--- config.mk ---
export PLATFORM = sky130hd
export DESIGN_NAME = id_decode_stage
export DESIGN_NICKNAME = d
export VERILOG_FILES = /design/src/rtl/riscv_pkg.sv /design/src/rtl/reg_file_32x32.sv /design/src/rtl/id_decode_stage.sv
export SDC_FILE = /design/constraint.sdc
export NUM_CORES = 2
export LEC_CHECK = 0
export CORE_AREA = 8 8 404 485
export DETAILED_ROUTE_END_ITERATION = 8
export DIE_AREA = 0 0 412 493
export PLACE_DENSITY = 0.49
export SETUP_SLACK_MARGIN = 0.15
export SYNTH_ARGS = -nofsm -noshare
export SYNTH_HDL_FRONTEND = slang
export SYNTH_SLANG_ARGS = --single-unit
--- constraint.sdc ---
create_clock -name clk -period 33.4 [get_ports clk]
set_input_delay 6.68 -clock clk [delete_from_list [all_inputs] [get_ports clk]]
set_output_delay 6.68 -clock clk [all_outputs]
set_load 0.01 [all_outputs]
--- src/rtl/riscv_pkg.sv ---
// Shared RV32I-subset definitions: opcodes, ALU operation encoding, operand-select codes
// and the control bundle handed from decode to the ID/EX register.
package riscv_pkg;

    localparam logic [6:0] OP_R      = 7'b0110011;
    localparam logic [6:0] OP_I      = 7'b0010011;
    localparam logic [6:0] OP_LOAD   = 7'b0000011;
    localparam logic [6:0] OP_STORE  = 7'b0100011;
    localparam logic [6:0] OP_BRANCH = 7'b1100011;
    localparam logic [6:0] OP_LUI    = 7'b0110111;
    localparam logic [6:0] OP_AUIPC  = 7'b0010111;

    localparam logic [6:0] FUNCT7_BASE = 7'b0000000;
    localparam logic [6:0] FUNCT7_ALT  = 7'b0100000;

    typedef enum logic [3:0] {
        ALU_NOP = 4'd0,
        ALU_ADD = 4'd1,
        ALU_SUB = 4'd2,
        ALU_AND = 4'd3,
        ALU_OR  = 4'd4,
        ALU_XOR = 4'd5,
        ALU_SLL = 4'd7,
        ALU_SRL = 4'd8,
        ALU_SRA = 4'd9
    } alu_ops_t;

    localparam logic [1:0] SRC_RS1_RS2 = 2'b00;
    localparam logic [1:0] SRC_RS1_IMM = 2'b01;
    localparam logic [1:0] SRC_PC_IMM  = 2'b10;
    localparam logic [1:0] SRC_ZERO_IMM = 2'b11;

    typedef struct packed {
        logic     mem_to_reg;
        logic     reg_write;
        logic     mem_write;
        logic     mem_read;
        logic     branch;
        logic     mem_size;
        alu_ops_t alu_op;
        logic [1:0] alu_src;
        logic     imm_type;
    } ctrl_t;

    localparam ctrl_t CTRL_NOP = '{
        mem_to_reg: 1'b0,
        reg_write:  1'b0,
        mem_write:  1'b0,
        mem_read:   1'b0,
        branch:     1'b0,
        mem_size:   1'b1,
        alu_op:     ALU_NOP,
        alu_src:    SRC_RS1_RS2,
        imm_type:   1'b0
    };

endpackage

--- src/rtl/reg_file_32x32.sv ---
// 32-entry architectural register file: x0 hard-wired to zero, one write port,
// two combinational read ports with write-through bypass from the same-cycle write.
module reg_file_32x32 #(
    parameter int DW = 32
) (
    input  logic          clk,
    input  logic          reset,
    input  logic          we,
    input  logic [4:0]    waddr,
    input  logic [DW-1:0] wdata,
    input  logic [4:0]    raddr1,
    input  logic [4:0]    raddr2,
    output logic [DW-1:0] rdata1,
    output logic [DW-1:0] rdata2
);

    logic [DW-1:0] regs [32];

    assign regs[0] = '0;

    for (genvar gi = 1; gi < 32; gi++) begin : g_reg
        logic [DW-1:0] reg_q;
        logic [DW-1:0] reg_d;

        always_comb begin
            reg_d = reg_q;
            if (we && (waddr == 5'(gi))) begin
                reg_d = wdata;
            end
        end

        always_ff @(posedge clk or posedge reset) begin
            if (reset) begin
                reg_q <= '0;
            end else begin
                reg_q <= reg_d;
            end
        end

        assign regs[gi] = reg_q;
    end

    // Bypass lets an instruction in ID see the value WB is retiring this very cycle.
    always_comb begin
        rdata1 = regs[raddr1];
        rdata2 = regs[raddr2];
        if (we && (waddr == raddr1) && (raddr1 != 5'd0)) begin
            rdata1 = wdata;
        end
        if (we && (waddr == raddr2) && (raddr2 != 5'd0)) begin
            rdata2 = wdata;
        end
    end

endmodule

--- src/rtl/id_decode_stage.sv ---
// RV32I-subset decode stage: combinational decode, register-file read and
// load-use hazard detection between IF/ID and ID/EX.
module id_decode_stage
    import riscv_pkg::*;
#(
    parameter int ADDR_WIDTH = 32,
    parameter int DATA_WIDTH = 32
) (
    input  logic                  clk,
    input  logic                  reset,
    input  logic [ADDR_WIDTH-1:0] pc_in,
    input  logic [31:0]           instr_in,
    input  logic                  wb_we,
    input  logic [4:0]            wb_addr,
    input  logic [DATA_WIDTH-1:0] wb_data,
    input  logic                  ex_MemRead,
    input  logic [4:0]            ex_rd_addr,
    output logic                  MemtoReg,
    output logic                  RegWrite,
    output logic                  MemWrite,
    output logic                  MemRead,
    output logic                  Branch,
    output logic                  MemSize,
    output logic [3:0]            ALUOp,
    output logic [1:0]            ALUSrc,
    output logic [ADDR_WIDTH-1:0] PC_out,
    output logic [DATA_WIDTH-1:0] rs1_data,
    output logic [DATA_WIDTH-1:0] rs2_data,
    output logic [4:0]            rs1_addr,
    output logic [4:0]            rs2_addr,
    output logic [4:0]            rd_addr,
    output logic                  imm_type,
    output logic [DATA_WIDTH-1:0] imm,
    output logic                  load_use_hazard,
    output logic                  illegal_instr
);

    logic [6:0]  opcode;
    logic [2:0]  funct3;
    logic [6:0]  funct7;
    ctrl_t       ctrl;
    alu_ops_t    alu_sel;
    logic        legal;
    logic        use_rs1;
    logic        use_rs2;
    logic        use_rd;
    logic [31:0] imm32;

    assign opcode = instr_in[6:0];
    assign funct3 = instr_in[14:12];
    assign funct7 = instr_in[31:25];

    always_comb begin
        ctrl          = CTRL_NOP;
        alu_sel       = ALU_NOP;
        legal         = 1'b0;
        use_rs1       = 1'b0;
        use_rs2       = 1'b0;
        use_rd        = 1'b0;
        imm32         = '0;
        illegal_instr = 1'b0;

        case (opcode)
            OP_R: begin
                case (funct3)
                    3'b000: begin
                        alu_sel = (funct7 == FUNCT7_ALT) ? ALU_SUB : ALU_ADD;
                        legal   = (funct7 == FUNCT7_BASE) || (funct7 == FUNCT7_ALT);
                    end
                    3'b111: begin alu_sel = ALU_AND; legal = (funct7 == FUNCT7_BASE); end
                    3'b110: begin alu_sel = ALU_OR;  legal = (funct7 == FUNCT7_BASE); end
                    3'b100: begin alu_sel = ALU_XOR; legal = (funct7 == FUNCT7_BASE); end
                    default: legal = 1'b0;
                endcase
                if (legal) begin
                    ctrl.reg_write = 1'b1;
                    ctrl.alu_op    = alu_sel;
                    use_rs1        = 1'b1;
                    use_rs2        = 1'b1;
                    use_rd         = 1'b1;
                end
            end
            OP_I: begin
                imm32 = {{20{instr_in[31]}}, instr_in[31:20]};
                case (funct3)
                    3'b000: begin alu_sel = ALU_ADD; legal = 1'b1; end
                    3'b111: begin alu_sel = ALU_AND; legal = 1'b1; end
                    3'b110: begin alu_sel = ALU_OR;  legal = 1'b1; end
                    3'b100: begin alu_sel = ALU_XOR; legal = 1'b1; end
                    3'b001: begin
                        alu_sel = ALU_SLL;
                        legal   = (funct7 == FUNCT7_BASE);
                        imm32   = {27'd0, instr_in[24:20]};
                    end
                    3'b101: begin
                        alu_sel = instr_in[30] ? ALU_SRA : ALU_SRL;
                        legal   = (funct7 == FUNCT7_BASE) || (funct7 == FUNCT7_ALT);
                        imm32   = {27'd0, instr_in[24:20]};
                    end
                    default: legal = 1'b0;
                endcase
                if (legal) begin
                    ctrl.reg_write = 1'b1;
                    ctrl.alu_op    = alu_sel;
                    ctrl.alu_src   = SRC_RS1_IMM;
                    ctrl.imm_type  = 1'b1;
                    use_rs1        = 1'b1;
                    use_rd         = 1'b1;
                end
            end
            OP_LOAD: begin
                legal = (funct3 == 3'b000) || (funct3 == 3'b010);
                if (legal) begin
                    ctrl.mem_read   = 1'b1;
                    ctrl.mem_to_reg = 1'b1;
                    ctrl.reg_write  = 1'b1;
                    ctrl.mem_size   = funct3[1];
                    ctrl.alu_op     = ALU_ADD;
                    ctrl.alu_src    = SRC_RS1_IMM;
                    ctrl.imm_type   = 1'b1;
                    imm32           = {{20{instr_in[31]}}, instr_in[31:20]};
                    use_rs1         = 1'b1;
                    use_rd          = 1'b1;
                end
            end
            OP_STORE: begin
                legal = (funct3 == 3'b000) || (funct3 == 3'b010);
                if (legal) begin
                    ctrl.mem_write = 1'b1;
                    ctrl.mem_size  = funct3[1];
                    ctrl.alu_op    = ALU_ADD;
                    ctrl.alu_src   = SRC_RS1_IMM;
                    ctrl.imm_type  = 1'b1;
                    imm32          = {{20{instr_in[31]}}, instr_in[31:25], instr_in[11:7]};
                    use_rs1        = 1'b1;
                    use_rs2        = 1'b1;
                end
            end
            OP_BRANCH: begin
                legal = (funct3 == 3'b000);
                if (legal) begin
                    ctrl.branch   = 1'b1;
                    ctrl.alu_op   = ALU_SUB;
                    ctrl.imm_type = 1'b1;
                    imm32         = {{19{instr_in[31]}}, instr_in[31], instr_in[7],
                                     instr_in[30:25], instr_in[11:8], 1'b0};
                    use_rs1       = 1'b1;
                    use_rs2       = 1'b1;
                end
            end
            OP_LUI, OP_AUIPC: begin
                legal          = 1'b1;
                ctrl.reg_write = 1'b1;
                ctrl.alu_op    = ALU_ADD;
                ctrl.alu_src   = (opcode == OP_LUI) ? SRC_ZERO_IMM : SRC_PC_IMM;
                ctrl.imm_type  = 1'b1;
                imm32          = {instr_in[31:12], 12'd0};
                use_rd         = 1'b1;
            end
            default: legal = 1'b0;
        endcase

        // A flushed IF/ID slot carries all zeros and must pass as a silent bubble.
        if (!legal) begin
            ctrl          = CTRL_NOP;
            imm32         = '0;
            use_rs1       = 1'b0;
            use_rs2       = 1'b0;
            use_rd        = 1'b0;
            illegal_instr = (instr_in != 32'd0);
        end
    end

    assign rs1_addr = use_rs1 ? instr_in[19:15] : 5'd0;
    assign rs2_addr = use_rs2 ? instr_in[24:20] : 5'd0;
    assign rd_addr  = use_rd  ? instr_in[11:7]  : 5'd0;

    assign MemtoReg = ctrl.mem_to_reg;
    assign RegWrite = ctrl.reg_write;
    assign MemWrite = ctrl.mem_write;
    assign MemRead  = ctrl.mem_read;
    assign Branch   = ctrl.branch;
    assign MemSize  = ctrl.mem_size;
    assign ALUOp    = ctrl.alu_op;
    assign ALUSrc   = ctrl.alu_src;
    assign imm_type = ctrl.imm_type;
    assign imm      = DATA_WIDTH'($signed(imm32));
    assign PC_out   = pc_in;

    assign load_use_hazard = ex_MemRead && (ex_rd_addr != 5'd0) &&
                             ((ex_rd_addr == rs1_addr) || (ex_rd_addr == rs2_addr));

    reg_file_32x32 #(
        .DW(DATA_WIDTH)
    ) u_reg_file (
        .clk    (clk),
        .reset  (reset),
        .we     (wb_we),
        .waddr  (wb_addr),
        .wdata  (wb_data),
        .raddr1 (rs1_addr),
        .raddr2 (rs2_addr),
        .rdata1 (rs1_data),
        .rdata2 (rs2_data)
    );

endmodule

==> impl_metrics.ini <==
[floorplan]
dieArea_sq_um = 203000
start_util_pct = 29.7
num_rows = 175
ios = 268
core_sq_um = 188000
die_w_um = 412
die_h_um = 493

[synth]
yosysMostFrequentCell = mux2_2
async_reset_ff_share_pct = 100
yosysSeqAreaShare_pct = 44.4
yosys-top-cells-count = mux2_2 (1051), dfrtp_1 (992), clkbuf_1 (327)
synth_top_cell_by_area = dfrtp_1
synth_edf_count = 0
synth_area_leaders = dfrtp_1 (44%), mux2_2 (21%), mux4_2 (11%)
yosys_warnings = 0
yosys.area.top_type_share_pct = 44.4
synth.cell_area_sq_um = 56000
synth.net_count = 4722
avgSynthCellArea_sq_um = 12.1
synth_cell_types = 75
ys.flop_type = dfrtp_1
ys_ff_latch = 992
syn_inst = 4612

[clock_tree]
clock_latency_ns = 0.72
cts_tree = built
cts_hold_buf = 0
numCtsBuffers = 115
h-tree-depth = 3
ctsResizeCount = 0
cts_sinks = 992
root_buffer = clkbuf_16
postCtsSetupBuffers = 0
cts.reportedPaths.clkPinSlew_ns = 0.06
clockBufferDepth = 3

[global_routing]
grt_antenna_before_repair = 14
grt_start_max_net_pins = 154
overflow = 0
grt_pass1_wl_mm = 333
grt_pass1_vias = 42800
grt_usage_pct = 22.3

[drt]
drt-wirelength-per-cell_um = 32.8
viasPerCell = 5.93
drc = 0
ant_nets = 0
wl_mm = 234
num_vias = 42400
first_pass_iters = 6
drtIter0Drc = 4501

[timing]
slew-limit-headroom_pct = 16.7
rsz0062_at_grt = false
period_share_pct = 56.6
totalNegativeSetupSlack_ns = 0
clock_skew_ns = 0
final_max_slew_viol_count = 0
fin_crit_ns = 18.89
hold_violations = 0
fmax_mhz = 52.9
max_slew.worst_pin.slew_ns = 1.25
setup_viol = 0

[placement]
port_buffers = 203
place.gp.congestion = 0.826
hpwl_mm = 137
dp.cells = 6932

[worst_setup_path]
crit_family = buffers and inverters
start_kind = primary input
reg2regPathDepth = 1
max_stage_delay_ns = 0.72
worstSetupPathType = primary input to output port
path_max_fanout = 29
worstPathRequired_ns = 26.72
critPathCaptureType = output port
critical_path.most_common_cell = buf_4
slowest_stage = buf_4
crit_cells = 13
crit_buf_inv = 6
arrival_ns = 12.21
crit_chain = clkdlybuf4s50_1 -> and2b_1 -> nand3b_1 -> nor3_4 -> o31ai_4 -> buf_4 -> buf_4 -> inv_2 -> o2111ai_4 -> buf_4 -> o211ai_1 -> o22ai_1 -> clkdlybuf4s50_1

[power_and_ir_drop]
pwr_density_cell_nw_per_um2 = 56.0
vdd_ir_drop_max_mv = 0.0401
p_leak_nw = 27.0

[hold_path]
hold_path_depth = 2
holdCritPathClass = flip-flop to flip-flop

[finish]
final_nets = 4681
reg.largest.list = u_reg_file.g.reg_q x992
largest_reg_flops = 992
stdcell_count = 7146
area_growth_syn_to_layout_pct = 14.8
regMostFlops = u_reg_file.g.reg_q
layout-drive-gt1-share_pct = 37.2

[flow_run]
cap_viol_max_count = 0

[run_status]
status = finished clean
## metal layers
layer  wire, um  track usage [%]  share of wire, %  vias to the layer above
met5         57                0             0.024                        -
met4       9390             8.00               4.0                        8
met3      18500             4.99               7.9                      493
met2     106000             34.5                45                     1913
met1     101000             30.8                43                    22700
li1           -                -                 -                    17300
## area by class of cell
class | count | area (sq um)
fill | 18700 | 124000
multi-input combinational | 3072 | 29200
sequential | 992 | 24800
clock buffer | 176 | 3440
timing repair buffer | 353 | 3230
tap | 2478 | 3100
clock inverter | 32 | 339
inverter | 37 | 148
antenna | 6 | 15.0
## where the power goes
part           switching, mW  internal (mW)
logic                  0.311          0.392
registers              0.173           1.44
clock network          0.541          0.743
## final timing paths
kind	start	end	slack, ns
worst min register to register	u_reg_file.g_reg[16].reg_q[16]	u_reg_file.g_reg[16].reg_q[16]	0.50
worst max register to register	u_reg_file.g_reg[9].reg_q[1]	u_reg_file.g_reg[9].reg_q[1]	32.60
worst max-delay path	instr_in[13]	rs1_data[20]	14.51
worst min-delay path	u_reg_file.g_reg[16].reg_q[16]	u_reg_file.g_reg[16].reg_q[16]	0.50
max in group asynchronous	reset	u_reg_file.g_reg[23].reg_q[19]	23.35
min in group asynchronous	reset	u_reg_file.g_reg[23].reg_q[30]	6.47
## cells in the final DEF (no fill, tap or decap), types with 31 or more instances in the layout
cell type,instances
clkdlybuf4s50_1,194
clkbuf_16,116
nor2_1,140
nand2_1,276
o22ai_1,61
dfrtp_1,992
mux2i_1,209
a22oi_1,41
a21o_1,31
mux2_2,1051
a21oi_1,208
buf_4,150
o21ai_0,321
a211oi_1,54
clkbuf_8,31
a221oi_1,68
mux4_2,281
## stage by stage
step | hold slack (ns) | power, mW | utilization (%) | cell area, sq um | worst slack, ns
5_1_grt | 0.520 | 3.75 | 34.1 | 64200 | 14.33
4_1_cts | 0.502 | 3.61 | 34.1 | 64200 | 14.50
2_1_floorplan | 0.459 | 2.12 | - | 56000 | 13.05
6_report | 0.498 | 3.60 | 34.1 | 64200 | 14.51
3_3_place_gp | 0.475 | 2.30 | 32.1 | 60500 | 14.57
3_5_place_dp | 0.489 | 2.32 | 32.1 | 60500 | 14.52
## cell families after synthesis
family / after synthesis / share of synthesized area (%)
DFF: 992 / 44.4
buffers and inverters: 548 / 4.13
muxes: 1541 / 36.2
xor gates and xnor gates: 16 / 0.250
and+or+nand+nor: 555 / 4.23
AOI/OAI and AO/OA: 960 / 10.8
No activity file was read; power rests on OpenSTA's default activity.
